**config.mk**
```make
export PLATFORM = sky130hd
export DESIGN_NAME = prog_sequencer
export DESIGN_NICKNAME = d
export VERILOG_FILES = /design/src/rtl/prog_sequencer.sv
export SDC_FILE = /design/constraint.sdc
export NUM_CORES = 1
export LEC_CHECK = 0
export CORE_ASPECT_RATIO = 1.4
export CORE_MARGIN = 8
export CORE_UTILIZATION = 50
export CTS_CLUSTER_SIZE = 10
export DETAILED_ROUTE_END_ITERATION = 6
export PLACE_DENSITY = 0.77
export SYNTH_ARGS = -nofsm -noshare
export SYNTH_HDL_FRONTEND = slang
export SYNTH_SLANG_ARGS = --single-unit
export TNS_END_PERCENT = 50
```
**constraint.sdc**
```tcl
create_clock -name Clk -period 3.71 [get_ports Clk]
set_input_delay 0.742 -clock Clk [delete_from_list [all_inputs] [get_ports Clk]]
set_output_delay 0.742 -clock Clk [all_outputs]
set_load 0.005 [all_outputs]
```
**src/rtl/prog_sequencer.sv**
```systemverilog
// rtl/prog_sequencer.sv - multi-program fetch sequencer with return stack
//
// Holds the instruction fetch address, launches one of NPROG programs on
// Start, and executes branch / call / return / halt / stall controls from
// the decoder.
//
// Ports:
//   Clk, Reset_n           clock, asynchronous active-low reset
//   Start, ProgSel         launch request and program index
//   ProgBase               flattened program entry addresses (entry k at [k*L +: L])
//   Stall                  freeze all state while running
//   BranchEn, IsEqual,
//   BranchRel, Target      conditional branch (absolute or signed PC-relative)
//   Call, Ret              subroutine call / return through the hardware stack
//   Halt                   end of program
//   ProgCtr                registered fetch address
//   Running, Done          status: launching/running, finished
//   StackErr               sticky stack overflow/underflow flag
module prog_sequencer #(
    parameter int L     = 10,
    parameter int NPROG = 4,
    parameter int DEPTH = 4
) (
    input  logic                                      Clk,
    input  logic                                      Reset_n,
    input  logic                                      Start,
    input  logic [((NPROG > 1) ? $clog2(NPROG) : 1)-1:0] ProgSel,
    input  logic [NPROG*L-1:0]                        ProgBase,
    input  logic                                      Stall,
    input  logic                                      BranchEn,
    input  logic                                      IsEqual,
    input  logic                                      BranchRel,
    input  logic                                      Call,
    input  logic                                      Ret,
    input  logic                                      Halt,
    input  logic [L-1:0]                              Target,
    output logic [L-1:0]                              ProgCtr,
    output logic                                      Running,
    output logic                                      Done,
    output logic                                      StackErr
);

    localparam int SW  = (NPROG > 1) ? $clog2(NPROG) : 1;
    localparam int SPW = $clog2(DEPTH + 1);
    localparam int IW  = (DEPTH > 1) ? $clog2(DEPTH) : 1;
    localparam logic [SPW-1:0] SP_FULL = SPW'(DEPTH);

    typedef enum logic [1:0] {
        S_IDLE   = 2'd0,
        S_LAUNCH = 2'd1,
        S_RUN    = 2'd2,
        S_DONE   = 2'd3
    } state_t;

    state_t          state, state_n;
    logic [L-1:0]    pc, pc_n;
    logic [SPW-1:0]  sp, sp_n;
    logic [SPW-1:0]  sp_m1;
    logic            err, err_n;
    logic [SW-1:0]   sel, sel_n;
    logic            push;
    logic            launch;
    logic [IW-1:0]   wr_idx, rd_idx;
    logic [L-1:0]    stack_mem [DEPTH];

    // Out-of-range selections fall back to entry 0.
    function automatic logic [L-1:0] base_of(input logic [SW-1:0] s);
        logic [L-1:0] b;
        b = ProgBase[L-1:0];
        for (int k = 1; k < NPROG; k++) begin
            if (s == SW'(k)) b = ProgBase[k*L +: L];
        end
        return b;
    endfunction

    assign sp_m1  = sp - SPW'(1);
    assign wr_idx = sp[IW-1:0];
    assign rd_idx = sp_m1[IW-1:0];

    // State register
    always_ff @(posedge Clk or negedge Reset_n) begin
        if (!Reset_n) begin
            state <= S_IDLE;
            pc    <= '0;
            sp    <= '0;
            err   <= 1'b0;
            sel   <= '0;
        end else begin
            state <= state_n;
            pc    <= pc_n;
            sp    <= sp_n;
            err   <= err_n;
            sel   <= sel_n;
        end
    end

    // Stack storage needs no reset: entries above the pointer are never read.
    always_ff @(posedge Clk) begin
        if (push) stack_mem[wr_idx] <= pc + L'(1);
    end

    // Next-state logic
    always_comb begin
        state_n = state;
        pc_n    = pc;
        sp_n    = sp;
        err_n   = err;
        sel_n   = sel;
        push    = 1'b0;
        launch  = 1'b0;

        case (state)
            S_IDLE: begin
                if (Start) launch = 1'b1;
            end
            S_LAUNCH: begin
                if (Start) begin
                    launch = 1'b1;
                end else begin
                    pc_n    = base_of(sel) + L'(1);
                    state_n = S_RUN;
                end
            end
            S_RUN: begin
                if (Start) begin
                    launch = 1'b1;
                end else if (Stall) begin
                    pc_n = pc;
                end else if (Halt) begin
                    state_n = S_DONE;
                end else if (Ret) begin
                    if (sp != '0) begin
                        pc_n = stack_mem[rd_idx];
                        sp_n = sp_m1;
                    end else begin
                        err_n   = 1'b1;
                        state_n = S_DONE;
                    end
                end else if (Call) begin
                    if (sp != SP_FULL) begin
                        push = 1'b1;
                        sp_n = sp + SPW'(1);
                        pc_n = Target;
                    end else begin
                        err_n   = 1'b1;
                        state_n = S_DONE;
                    end
                end else if (BranchEn && IsEqual) begin
                    // Two's-complement add gives the signed offset mod 2^L.
                    pc_n = BranchRel ? (pc + Target) : Target;
                end else begin
                    pc_n = pc + L'(1);
                end
            end
            S_DONE: begin
                if (Start) launch = 1'b1;
            end
            default: state_n = S_IDLE;
        endcase

        // Any launch (fresh, re-sampled, abort or restart) starts clean.
        if (launch) begin
            state_n = S_LAUNCH;
            sel_n   = ProgSel;
            pc_n    = base_of(ProgSel);
            sp_n    = '0;
            err_n   = 1'b0;
        end
    end

    // Outputs decoded from registered state only
    always_comb begin
        ProgCtr  = pc;
        Running  = (state == S_LAUNCH) || (state == S_RUN);
        Done     = (state == S_DONE);
        StackErr = err;
    end

endmodule

```
# --- Yosys cells after proc, flatten, opt, wreduce, memory -nomap -nowiden ---
# Memory sizes are Yosys's and may differ from the RTL's.
# Index checks and enable logic that the tools add are counted.
word_totals:
  regBits: 18
  latchBits: 0
  ramBits: 40
  rom_bits: 0
  input_bits: 62
  n_memories: 1
classes:
  n_addsub: 5
  mul: 0
  n_div: 0
  magnitude_cmp: 0
  eq_ne: 25
  shift: 0
  n_mux: 59
  n_bitwise: 0
  n_reduce_logical: 13
memory_table:
  columns: ["memory", "depth", "width", "rd", "rd_clocked_by_memory_dff", "wr", "line", "rtl"]
  rows:
  - ["stack_mem", 4, 10, 1, 0, 1, "64", "logic [L-1:0] stack_mem [DEPTH];"]
ops:
  columns: ["op", "n"]
  rows:
  - ["10-bit two-way mux", 19]
  - ["7-bit AND reduction", 4]
  - ["3-bit two-way mux", 9]
  - ["3-bit inequality test, second input constant", 7]
  - ["10-bit by 1-bit adder with 10-bit output, second input constant", 2]
  - ["1-bit two-way mux", 20]
  - ["5-bit inequality test, second input constant", 4]
  - ["10-bit one-hot mux with 2 select lines", 1]
  - ["2-bit two-way mux", 9]
  - ["2-bit == test, second input constant", 6]
  - ["3-bit nonzero test", 4]
  - ["10-bit adder", 1]
  - ["2-bit by 1-bit == test with 1-bit output, second input constant", 3]
  - ["2-bit by 1-bit inequality test with 1-bit output, second input constant", 3]
  - ["4-bit inequality test, second input constant", 1]
  - ["2-bit one-hot mux with 2 select lines", 1]
  - ["4-bit OR reduction", 1]
  - ["3-bit by 1-bit adder with 3-bit output, second input constant", 1]
  - ["3-bit by 1-bit inequality test with 1-bit output, second input constant", 1]
  - ["3-bit by 1-bit subtractor with 3-bit output, second input constant", 1]
  - ["2-bit logical NOT", 1]
  - ["2-bit nonzero test", 1]
  - ["1-bit logical AND", 1]
  - ["1-bit logical OR", 1]

# --- Longest topological paths before layout ---
# Gate-level depths: netlist of run 1.
depth:
  word_depth: 10
  ltp_mapped: 10
  mapped_depth_nobuf: 9

# --- Worst setup path before layout of run 1 ---
# OpenSTA, ideal clock, no wires.
synth_timing:
  path_kind: "reg2reg"
  from: "register sp[0]"
  to: "register pc[9], in the netlist ProgCtr[9]"
  arrival_time_ns: 2.506
  required_ns: 3.582
  path_slack_ns: 1.076
  path_stages_with_launch: 11
  cell_sequence: "dfrtp_1 > buf_2 > inv_1 > ha_1 > clkbuf_1 > mux4_2 > a221oi_1 > nand2_1 > a21oi_1 > and3b_1 > o21ai_0"
synth_via:
  elab_chain_len: 9
synth_rtl:
  columns: ["element", "line", "rtl"]
  rows:
  - ["start, declared", "57", "logic [SPW-1:0] sp, sp_n;"]
  - ["start signal, assigned", "91", "sp <= sp_n;"]
  - ["3-bit by 1-bit subtractor with 3-bit output", "76", "assign sp_m1 = sp - SPW'(1);"]
  - ["memory read 4 x 10 bit", null, null]
  - ["10-bit two-way mux", "132", "if (sp != '0) begin"]
  - ["10-bit two-way mux", "131", "end else if (Ret) begin"]
  - ["10-bit two-way mux", "129", "end else if (Halt) begin"]
  - ["10-bit two-way mux", "127", "end else if (Stall) begin"]
  - ["10-bit two-way mux", "125", "if (Start) begin"]
  - ["10-bit one-hot mux with 2 select lines", "112", "case (state)"]
  - ["10-bit two-way mux", "162", "if (launch) begin"]
  - ["end signal, assigned", "90", "pc <= pc_n;"]
  - ["end, declared", "56", "logic [L-1:0] pc, pc_n;"]
# Several ways; a longest one is shown, not always the timed one. The select of a mux whose other input is x is not followed.
# A chain may end at the register's enable or synchronous reset.

# --- Worst setup path after layout of run 1 ---
layout_timing:
  from: "input Target[0]"
  to: "register pc[4], in the netlist ProgCtr[4]"
layout_via:
  elab_chain_len: 10
layout_rtl:
  columns: ["element", "line", "rtl"]
  rows:
  - ["start, declared", "36", "input logic [L-1:0] Target,"]
  - ["10-bit adder", "150", "pc_n = BranchRel ? (pc + Target) : Target;"]
  - ["10-bit two-way mux", "150", null]
  - ["10-bit two-way mux", "148", "end else if (BranchEn && IsEqual) begin"]
  - ["10-bit two-way mux", "139", "end else if (Call) begin"]
  - ["10-bit two-way mux", "131", null]
  - ["10-bit two-way mux", "129", null]
  - ["10-bit two-way mux", "127", null]
  - ["10-bit two-way mux", "125", null]
  - ["10-bit one-hot mux with 2 select lines", "112", null]
  - ["10-bit two-way mux", "162", null]
# No other way between the ends. The select of a mux whose other input is x is not followed.

==> results.cfg, run 1 <==
[die]
core_area_sq_um = 8150
dieHeight_um = 124
rows = 39
die-area_sq_um = 11600
ioPinCount = 75
initial_core_util = 0.512
die_width_um = 93.2

[place]
hpwl_mm = 8.92
dp_cells = 526
place_worst_setup_slack_ps = 536
gp_congestion = 0.929
io_buffers = 74

[global_route]
grt_pass1_vias = 3643
grt_max_degree = 30
overflow = 0
antenna_found_initial = 0
track_usage = 0.208
grt_pass1_wl_mm = 18.5

[timing]
hold_ws_ps = 493
clock_skew_ps = 3.11
slew_violations = 0
rsz0062_at_grt = no
fin_crit_ps = 2860
worstMarginPinSlew_ps = 858
setup_viol = 0
setup_ws_ps = 853
hold_viol = 0
clock.fmax_mhz = 350
min_period_over_period = 0.770
slew-limit-headroom = 0.426
finalSetupTns_ps = 0

[power]
power.density_nw_per_um2 = 468
fin_total_pwr_mw = 2.49
leakagePower_nw = 1.97
vdd_drop_max_uv = 325

[synth]
syn_area_sq_um = 4170
yosysWarnings = 0
yosysTopAreaCellShare = 0.288
postSynthAreaPerCell_sq_um = 11.6
syn_inst = 361
synth_cell_types = 61
synth_edf_count = 40
seq_area_frac_synth = 0.396
synth_top_area_cell = edfxtp_1
ys.flop_type = edfxtp_1
syn_nets = 444
synth_seq_cells = 58
synthArstFlopShare = 0.310
synth_top_cells_by_area = edfxtp_1 29%, mux4_2 11%, dfrtp_1 11%, ha_1 6.0%, mux4_1 5.7%

[route]
firstDrtPassIters = 5
wire_per_inst_um = 20.8
drt_first_iter_violations = 328
viasPerCell = 6.25
wirelength_mm = 11.3
postRouteAntennaNets = 0
vias = 3386
drc = 0

[finish]
area_growth_pct = 27.6
final_cell_mix = 74 x clkdlybuf4s50_1, 40 x edfxtp_1, 24 x nor2_1
layout.nets = 518
final_common_cell = clkdlybuf4s50_1
diodes = 0
finalNonFillerCells = 542
drive_above_1_share = 0.116

[setup_path]
path_max_fanout = 3
worst-setup-path-type = primary input to flop
crit_required_ps = 3960
cp-start-kind = primary input
end_kind = flop
cp_slowest_stage_delay_ps = 460
cp_top_family = compound AO/OA/AOI/OAI gates
path_common_cell = o21ai_0
cpMaxStageDelayCell = clkdlybuf4s50_1
path_cells = clkdlybuf4s50_1 -> ha_1 -> fa_1 -> a21oi_1 -> o21ai_0 -> o31ai_1 -> o211ai_1 -> a22o_1 -> o21ai_0
rrSetupSlack_ps = 1150
path_buf_inv = 1
worstPathArrival_ps = 3110

[clock_network]
cts_resized = 0
numCtsBuffers = 9
postCtsSetupBuffers = 0
clkTransAtPathRegs_ps = 50
clk_path_buf_depth = 2
clock_sinks = 58
clk_latency_ps = 330
holdBufCountCts = 0
tritoncts = done
clock-root-buffer = clkbuf_16
htreeDepth = 3

[hold_path]
min_path_type = flop to flop

[outcome]
status = completed

[run]
drv_cap = 0
==> synthesized netlist by cell type, drive strengths merged (6+ instances only) <==
cell and n:
mux4 30, xor2 6, buf 6, nor2 24, nand3 8, nor3 8, and3 6, inv 13
xnor2 14, nand4 6, nand2b 7, dfrtp 18, a21oi 22, o21ai 15, ha 20, edfxtp 40
a21o 7, clkbuf 13, nand2 18
==> stage by stage <==
stage | cell area (sq um) | util
after floorplan | 4170 | -
after global placement | 5020 | 0.616
after detailed placement | 5020 | 0.616
after CTS | 5330 | 0.654
after global routing | 5330 | 0.654
final | 5330 | 0.654
==> power breakdown <==
part | total [mW] | switching (mW) | internal, mW
clock network | 0.866 | 0.288 | 0.578
logic | 0.769 | 0.381 | 0.388
registers | 0.856 | 0.0832 | 0.772
==> tightest hold or removal path: stages (launching register included) <==
cell and delay, ps:
dfrtp_1 340, a21oi_1 40, nor2_1 70
==> final cells by class <==
class,instances,area (sq um)
fillers,619,2820
multi-input cells,270,2390
flip-flops and latches,58,1650
repair buffers,82,801
clock buffers,9,225
well taps,102,128
clock inverters,7,83.8
inverters,14,52.6
==> logic make-up after synthesis <==
logic type                 Yosys count  synth area share
and+or+nand+nor                    100             0.126
AOI/OAI and AO/OA                   93             0.153
DFF                                 58             0.396
muxes                               36             0.186
buffers and inverters               33            0.0327
adders and majority gates           21            0.0647
xor gates and xnor gates            20            0.0420
==> path summary, 6_finish.rpt <==
kind / startpoint / endpoint / depth (start not counted)
max: Target[0] / ProgCtr[4]$_DFFE_PN0P_ / 9
min: StackErr$_DFFE_PN0P_ / StackErr$_DFFE_PN0P_ / 2
max reg2reg: ProgCtr[0]$_DFFE_PN0P_ / ProgCtr[4]$_DFFE_PN0P_ / 8
min reg2reg: StackErr$_DFFE_PN0P_ / StackErr$_DFFE_PN0P_ / 2
max in group asynchronous: Reset_n / ProgCtr[9]$_DFFE_PN0P_ / 1
min in group asynchronous: Reset_n / state[0]$_DFFE_PN0P_ / 1
==> state kept, by name, indices dropped and copies added (netlist names) <==
signal,cells
stack_mem,40
sel,2
StackErr,1
state,2
ProgCtr,10
sp,3
==> per-layer routing <==
metal  GRT usage  vias up  wire length, um
met5           0        -                0
met4       0.114        0              371
met3      0.0579       27              731
met2       0.359      141             5920
met1       0.227     1636             4260
li1            -     1582                -
(Power assumes the default switching activity.)
==> run 2: changes to the inputs <==
Clock period 3.71 ns to 2.76 ns, I/O delays scaled along.
==> run 2 against run 1 <==
Compared with the run above: routed wire length up 6.9%; combinational power up 53%; non-clock buffer count up 30; sequential share of layout area down 1.0 points; via count up 7.0%; critical path type unchanged; global-route usage up 0.83 points; worst setup slack worse by 790 ps; sequential power up 31%; die area unchanged; critical path depth unchanged; clock-buffer cell count up 2; clock skew up 8.4 ps.
==> results.cfg, run 2 (same netlist as run 1, synthesis figures left out) <==
[clock_network]
htreeDepth = 3
clock-root-buffer = clkbuf_16
clkTransAtPathRegs_ps = 50
clock_sinks = 58
holdBufCountCts = 0
cts_resized = 0
numCtsBuffers = 9
clk_latency_ps = 330
tritoncts = done
clk_path_buf_depth = 2
postCtsSetupBuffers = 0

[outcome]
status = completed

[timing]
rsz0062_at_grt = no
clock.fmax_mhz = 370
setup_viol = 0
hold_viol = 0
slew-limit-headroom = 0.628
slew_violations = 0
fin_crit_ps = 2700
setup_ws_ps = 58.4
worstMarginPinSlew_ps = 557
min_period_over_period = 0.979
clock_skew_ps = 11.5

[route]
viasPerCell = 6.34
vias = 3622
drt_first_iter_violations = 275
postRouteAntennaNets = 0
wire_per_inst_um = 21.1
drc = 0
firstDrtPassIters = 5
wirelength_mm = 12.1

[finish]
area_growth_pct = 32.0
drive_above_1_share = 0.168
layout.nets = 548
largest_register_ffs = 40
final_cell_mix = 74 x clkdlybuf4s50_1, 40 x edfxtp_1, 37 x buf_4
final_common_cell = clkdlybuf4s50_1
fin_util = 0.676
largest-register = stack_mem
diodes = 0

[power]
p_switching_mw = 1.03
intPower_mw = 2.23
power_frac_clock = 0.293
power_frac_comb = 0.363
swShare = 0.317
leakagePower_nw = 2.10
power.density_nw_per_um2 = 593
power_frac_seq = 0.344
vdd_drop_max_uv = 358

[setup_path]
cp-start-kind = primary input
path_max_fanout = 3
crit_required_ps = 2990
worstPathArrival_ps = 2930
end_kind = flop
worst-setup-path-type = primary input to flop

[place]
gp_congestion = 0.964
io_buffers = 74
hpwl_mm = 9.59
place_worst_setup_slack_ps = -210

[global_route]
antenna_found_initial = 0
grt_pass1_wl_mm = 19.3
overflow = 0
grt_pass1_vias = 3739
track_usage = 0.217
grt_max_degree = 30

[run]
drv_cap = 0

[die]
rows = 39
die-area_sq_um = 11600
die_width_um = 93.2
dieHeight_um = 124
core_area_sq_um = 8150
ioPinCount = 75
initial_core_util = 0.512

[hold_path]
min_path_type = flop to flop
-- run 2: worst paths after layout --
kind	startpoint	to	slack, ps	cells past startpoint
min in group asynchronous	Reset_n	ProgCtr[5]$_DFFE_PN0P_	590	2
setup reg to reg	ProgCtr[1]$_DFFE_PN0P_	ProgCtr[4]$_DFFE_PN0P_	330	7
max in group asynchronous	Reset_n	ProgCtr[4]$_DFFE_PN0P_	1950	2
hold / removal	StackErr$_DFFE_PN0P_	StackErr$_DFFE_PN0P_	500	2
hold reg to reg	StackErr$_DFFE_PN0P_	StackErr$_DFFE_PN0P_	500	2
setup / recovery	Target[0]	ProgCtr[4]$_DFFE_PN0P_	60	9
-- run 2: cell type report --
type | count | area (sq um)
tap | 102 | 128
fill | 624 | 2640
timing repair buffer | 112 | 1040
clock inverter | 4 | 20.0
multi-input combinational | 270 | 2390
sequential | 58 | 1650
inverter | 14 | 52.6
clock buffer | 11 | 233
-- run 2: metal layers --
metal | vias up | global-route usage | share of wire
met2 | 204 | 0.381 | 0.52
li1 | 1641 | - | -
met5 | - | 0 | 0
met3 | 39 | 0.0519 | 0.071
met4 | 0 | 0.129 | 0.043
met1 | 1738 | 0.231 | 0.37
-- run 2: worst max-delay path, cell delays in order --
cell	delay (ps)
clkdlybuf4s50_1	440
ha_1	240
fa_1	410
a21oi_1	240
o21ai_0	190
o31ai_1	280
o211ai_1	120
a22o_1	250
o21ai_0	200
-- run 2: through the flow --
stage / cells / total power [mW] / cell area [sq um] / hold WS (ps) / setup TNS [ps]
global route: 571 / 3.41 / 5510 / 553 / 0
global placement: 556 / 2.26 / 5260 / 487 / -132
detailed placement: 556 / 2.30 / 5260 / 502 / -373
floorplan: 361 / 1.79 / 4170 / 256 / 0
finish: 571 / 3.27 / 5510 / 502 / 0
CTS: 571 / 3.26 / 5510 / 513 / 0
-- run 2: power by group through the flow --
stage	registers (mW)	logic (mW)	clock network, mW
floorplan	1.12	0.667	0
global placement	1.14	1.13	0
detailed placement	1.14	1.17	0
CTS	1.12	1.17	0.969
global route	1.13	1.28	0.998
finish	1.12	1.18	0.959
==> run 3: changes to the inputs <==
Settings changed: CELL_PAD_IN_SITES_DETAIL_PLACEMENT from default to 1, CELL_PAD_IN_SITES_GLOBAL_PLACEMENT from default to 1, CORE_UTILIZATION 50 to 42, PLACE_DENSITY 0.77 to default, PLACE_DENSITY_LB_ADDON from default to 0.1, SLEW_MARGIN from default to 5.
==> run 3 against run 2 <==
Compared with the run above: via count is 1.1% lower; worst setup slack better by 88 ps; combinational power is 3% higher; first-iteration DRC count is 40% lower; critical endpoint is now ProgCtr[5]$_DFFE_PN0P_; design area is 1.9% higher; worst hold slack worse by 2.3 ps.
==> results.cfg, run 3 (same netlist as run 1, synthesis figures left out) <==
[setup_path]
worst-setup-path-type = flop to flop
cp-start-kind = flop
regToRegStartpoint = sp[1]$_DFFE_PN0P_
crit_required_ps = 2930
crit_start = sp[1]$_DFFE_PN0P_
rrSetupSlack_ps = 150
r2r_cells = 6
worstPathArrival_ps = 2790
end_kind = flop
r2r-end = ProgCtr[5]$_DFFE_PN0P_
endpoint = ProgCtr[5]$_DFFE_PN0P_
path_max_fanout = 7

[route]
viasPerCell = 5.89
drt_first_iter_violations = 164
firstDrtPassIters = 4
drc = 0
wire_per_inst_um = 21.6
vias = 3582
postRouteAntennaNets = 0
wirelength_mm = 13.1

[finish]
largest-register = stack_mem
final_common_cell = clkdlybuf4s50_1
drive_above_1_share = 0.175
final_cell_area_sq_um = 5620
largest_register_ffs = 40
diodes = 0
fin_util = 0.573
area_growth_pct = 34.5
final_cell_mix = 74 x clkdlybuf4s50_1, 42 x buf_4, 40 x edfxtp_1
layout.nets = 552

[die]
dieHeight_um = 134
initial_core_util = 0.426
die-area_sq_um = 13400
die_width_um = 100
rows = 43
ioPinCount = 75
core_area_sq_um = 9790

[timing]
slew-limit-headroom = 0.616
fin_crit_ps = 2610
slew_violations = 0
setup_ws_ps = 146
setup_viol = 0
worstMarginPinSlew_ps = 561
finalSetupTns_ps = 0
hold_viol = 0
clock.fmax_mhz = 383
clock_skew_ps = 10.8
rsz0062_at_grt = no
min_period_over_period = 0.947

[power]
power.density_nw_per_um2 = 620
leakagePower_nw = 2.14
fin_total_pwr_mw = 3.48
vdd_drop_max_uv = 330

[place]
hpwl_mm = 10.6
placed_cell_area_sq_um = 5320
gp_congestion = 0.909
io_buffers = 74
place_worst_setup_slack_ps = -198

[clock_network]
clk_latency_ps = 330
clk_path_buf_depth = 2
tritoncts = done
clkTransAtPathRegs_ps = 50
numCtsBuffers = 9
clock_sinks = 58
postCtsSetupBuffers = 0
htreeDepth = 3
cts_resized = 0
holdBufCountCts = 0
clock-root-buffer = clkbuf_16

[global_route]
grt_pass1_wl_mm = 21.4
grt_pass1_vias = 4077
grt_max_degree = 30
track_usage = 0.207
antenna_found_initial = 0
overflow = 0

[hold_path]
min_path_type = flop to flop

[run]
drv_cap = 0

[outcome]
status = completed
run 3: cell type report:
type,instances,area [sq um]
clock buffers,11,233
clock inverters,4,67.6
fillers,1059,4180
inverters,14,52.6
multi-input cells,270,2390
flip-flops and latches,58,1650
well taps,135,169
repair buffers,116,1060
run 3: worst min path at each step:
| stage | start | end | slack, ps | depth (start not counted) |
|---|---|---|---|---|
| 2_1_floorplan | Reset_n | ProgCtr[0]$_DFFE_PN0P_ | 260 | 0 |
| 3_3_place_gp | StackErr$_DFFE_PN0P_ | StackErr$_DFFE_PN0P_ | 490 | 2 |
| 3_5_place_dp | StackErr$_DFFE_PN0P_ | StackErr$_DFFE_PN0P_ | 490 | 2 |
| 4_1_cts | StackErr$_DFFE_PN0P_ | StackErr$_DFFE_PN0P_ | 510 | 2 |
| 5_1_grt | StackErr$_DFFE_PN0P_ | StackErr$_DFFE_PN0P_ | 530 | 2 |
| 6_report | StackErr$_DFFE_PN0P_ | StackErr$_DFFE_PN0P_ | 500 | 2 |
run 3: layer usage:
layer,vias to the layer above,global-route usage,routed length (um)
met5,-,0,0
met4,0,0.0903,360
met3,27,0.0451,813
met2,126,0.370,6800
met1,1782,0.229,5130
li1,1647,-,-
run 3: critical path, stage by stage (launching register included):
cell and delay, ps:
dfrtp_1 400, inv_1 80, ha_1 520, mux4_2 400, a221o_1 350, a2111oi_0 530
o221ai_1 190
run 3: power breakdown:
part           switching [mW]  total, mW  internal [mW]
sequential             0.0791       1.12           1.04
combinational           0.610       1.22          0.613
clock                   0.361       1.14          0.778
run 3: per-stage QoR:
step | hold slack [ps] | std cells
finish | 500 | 608
global route | 525 | 608
CTS | 505 | 608
detailed placement | 493 | 593
global placement | 486 | 593
floorplan | 256 | 361
==> RTL edit, RTL diff (flow settings as in run 2) <==
The 4 states of `state_t` get a Gray code encoding in 2 bits.
--- a/src/rtl/prog_sequencer.sv
+++ b/src/rtl/prog_sequencer.sv
@@ -46,10 +46,10 @@
     localparam logic [SPW-1:0] SP_FULL = SPW'(DEPTH);
 
     typedef enum logic [1:0] {
-        S_IDLE   = 2'd0,
-        S_LAUNCH = 2'd1,
-        S_RUN    = 2'd2,
-        S_DONE   = 2'd3
+        S_IDLE   = 2'b00,
+        S_LAUNCH = 2'b01,
+        S_RUN    = 2'b11,
+        S_DONE   = 2'b10
     } state_t;
 
     state_t          state, state_n;
Formal check against the unedited RTL: no difference found for any inputs over 4 cycles, from zero or initial values and one cycle with Reset_n low; so few cycles prove little.
==> RTL edit against run 2 <==
- wire length increased by 0.25%
- worst setup slack improved by 77 ps
- die area decreased by 0.92%
- hold slack improved by 25 ps
- synthesized area decreased by 1.1%
- power increased by 4.9%
- design area increased by 0.52%
- sequential cell count unchanged
- critical path type is now reg2reg
- largest cell class unchanged
==> RTL edit: results (changes against run 2) <==
** Logic synthesis
- XOR/XNOR share of the synthesized area :: 0.0382 (-0.00378)
- The multiplexer fraction of the synthesized cell area came to 0.182 (-0.00404).
- Mean post-synth cell area :: 11.3 µm² (-1.9%)
- Number of distinct library cell variants in the gate-level netlist after synthesis :: 59 (-3.3%)
- In the post-synthesis netlist, the biggest area contributors are edfxtp_1, mux4_2, dfrtp_1.
- Compound-cell area share of the yosys netlist :: 0.149 (-0.00378)
- Adder-Cell Fraction of Synth Area :: 0.0564 (-0.00838)
- Most numerous cell types in the synthesized netlist :: edfxtp_1, mux4_2, nor2_1

** Worst setup path
- The peak per-stage delay on the critical path came to 560 ps (+120 ps).
- Register-to-register path setup slack :: 140 ps (-190 ps)
- The data arrival time of the critical path came to 2810 ps (-120 ps).
- Critical-path maximum fanout :: 9 (+6)
- Cell class contributing the biggest share of worst-path delay :: flip-flops
- Critical path's slowest cell :: dfrtp_1
- Timing startpoint of the critical path :: sel[0]
- Endpoint of the worst-slack reg-to-reg timing path :: ProgCtr[9]

** Drt
- Wirelength per Cell :: 20.9 µm (-0.97%)
- The iteration count of the initial detailed-routing pass was 6 (+1).
- The wire length after detailed routing is 12100 µm (+0.25%).

** Power and ir drop
- The proportion of total power due to net switching was 0.301 (-0.0154).
- Sequential cell fraction of total power :: 0.326 (-0.018)
- The worst ir drop on vdd is 0.318 mV (-11%).

** Timing
- Slew margin rel. :: 0.464 (-0.164)
- Tcrit/Tclk final :: 0.951 (-0.0281)

** Run status
- Run status :: completed

** Global routing
- The global routing usage summed across all routing layers was 0.221 (+0.00404).
- Number of global-route vias before repair :: 3819 (+2.1%)

** Placed design
- Worst setup slack after placement :: -241 ps (-31.0 ps)
- Total cell area at the placement stage :: 5230 µm² (-0.57%)
- The post-detailed-placement half-perimeter wirelength is 9350 µm (-2.5%).
- Number of cells after detailed placement :: 562 (+1.1%)
==> RTL edit: cell type report <==
type / instances / area (µm²)
well taps: 102 / 128
clock inverters: 3 / 65.1
repair buffers: 116 / 1060
fillers: 655 / 2560
inverters: 14 / 52.6
flip-flops and latches: 58 / 1650
multi-input cells: 272 / 2340
clock buffers: 13 / 240
==> RTL edit: per-layer routing <==
| metal | GRT usage | vias to the layer above | wire length (µm) |
|---|---|---|---|
| li1 | - | 1661 | - |
| met1 | 0.229 | 1783 | 4400 |
| met2 | 0.401 | 170 | 6400 |
| met3 | 0.0608 | 38 | 851 |
| met4 | 0.105 | 0 | 447 |
| met5 | 0 | - | 0 |
==> RTL edit: how the worst min path moves through the flow <==
stage,from,to,slack (ps)
3_5_place_dp,StackErr,StackErr,510
3_3_place_gp,StackErr,StackErr,480
4_1_cts,StackErr,StackErr,530
5_1_grt,StackErr,StackErr,540
2_1_floorplan,Reset_n,ProgCtr[0],260
6_report,StackErr,StackErr,530
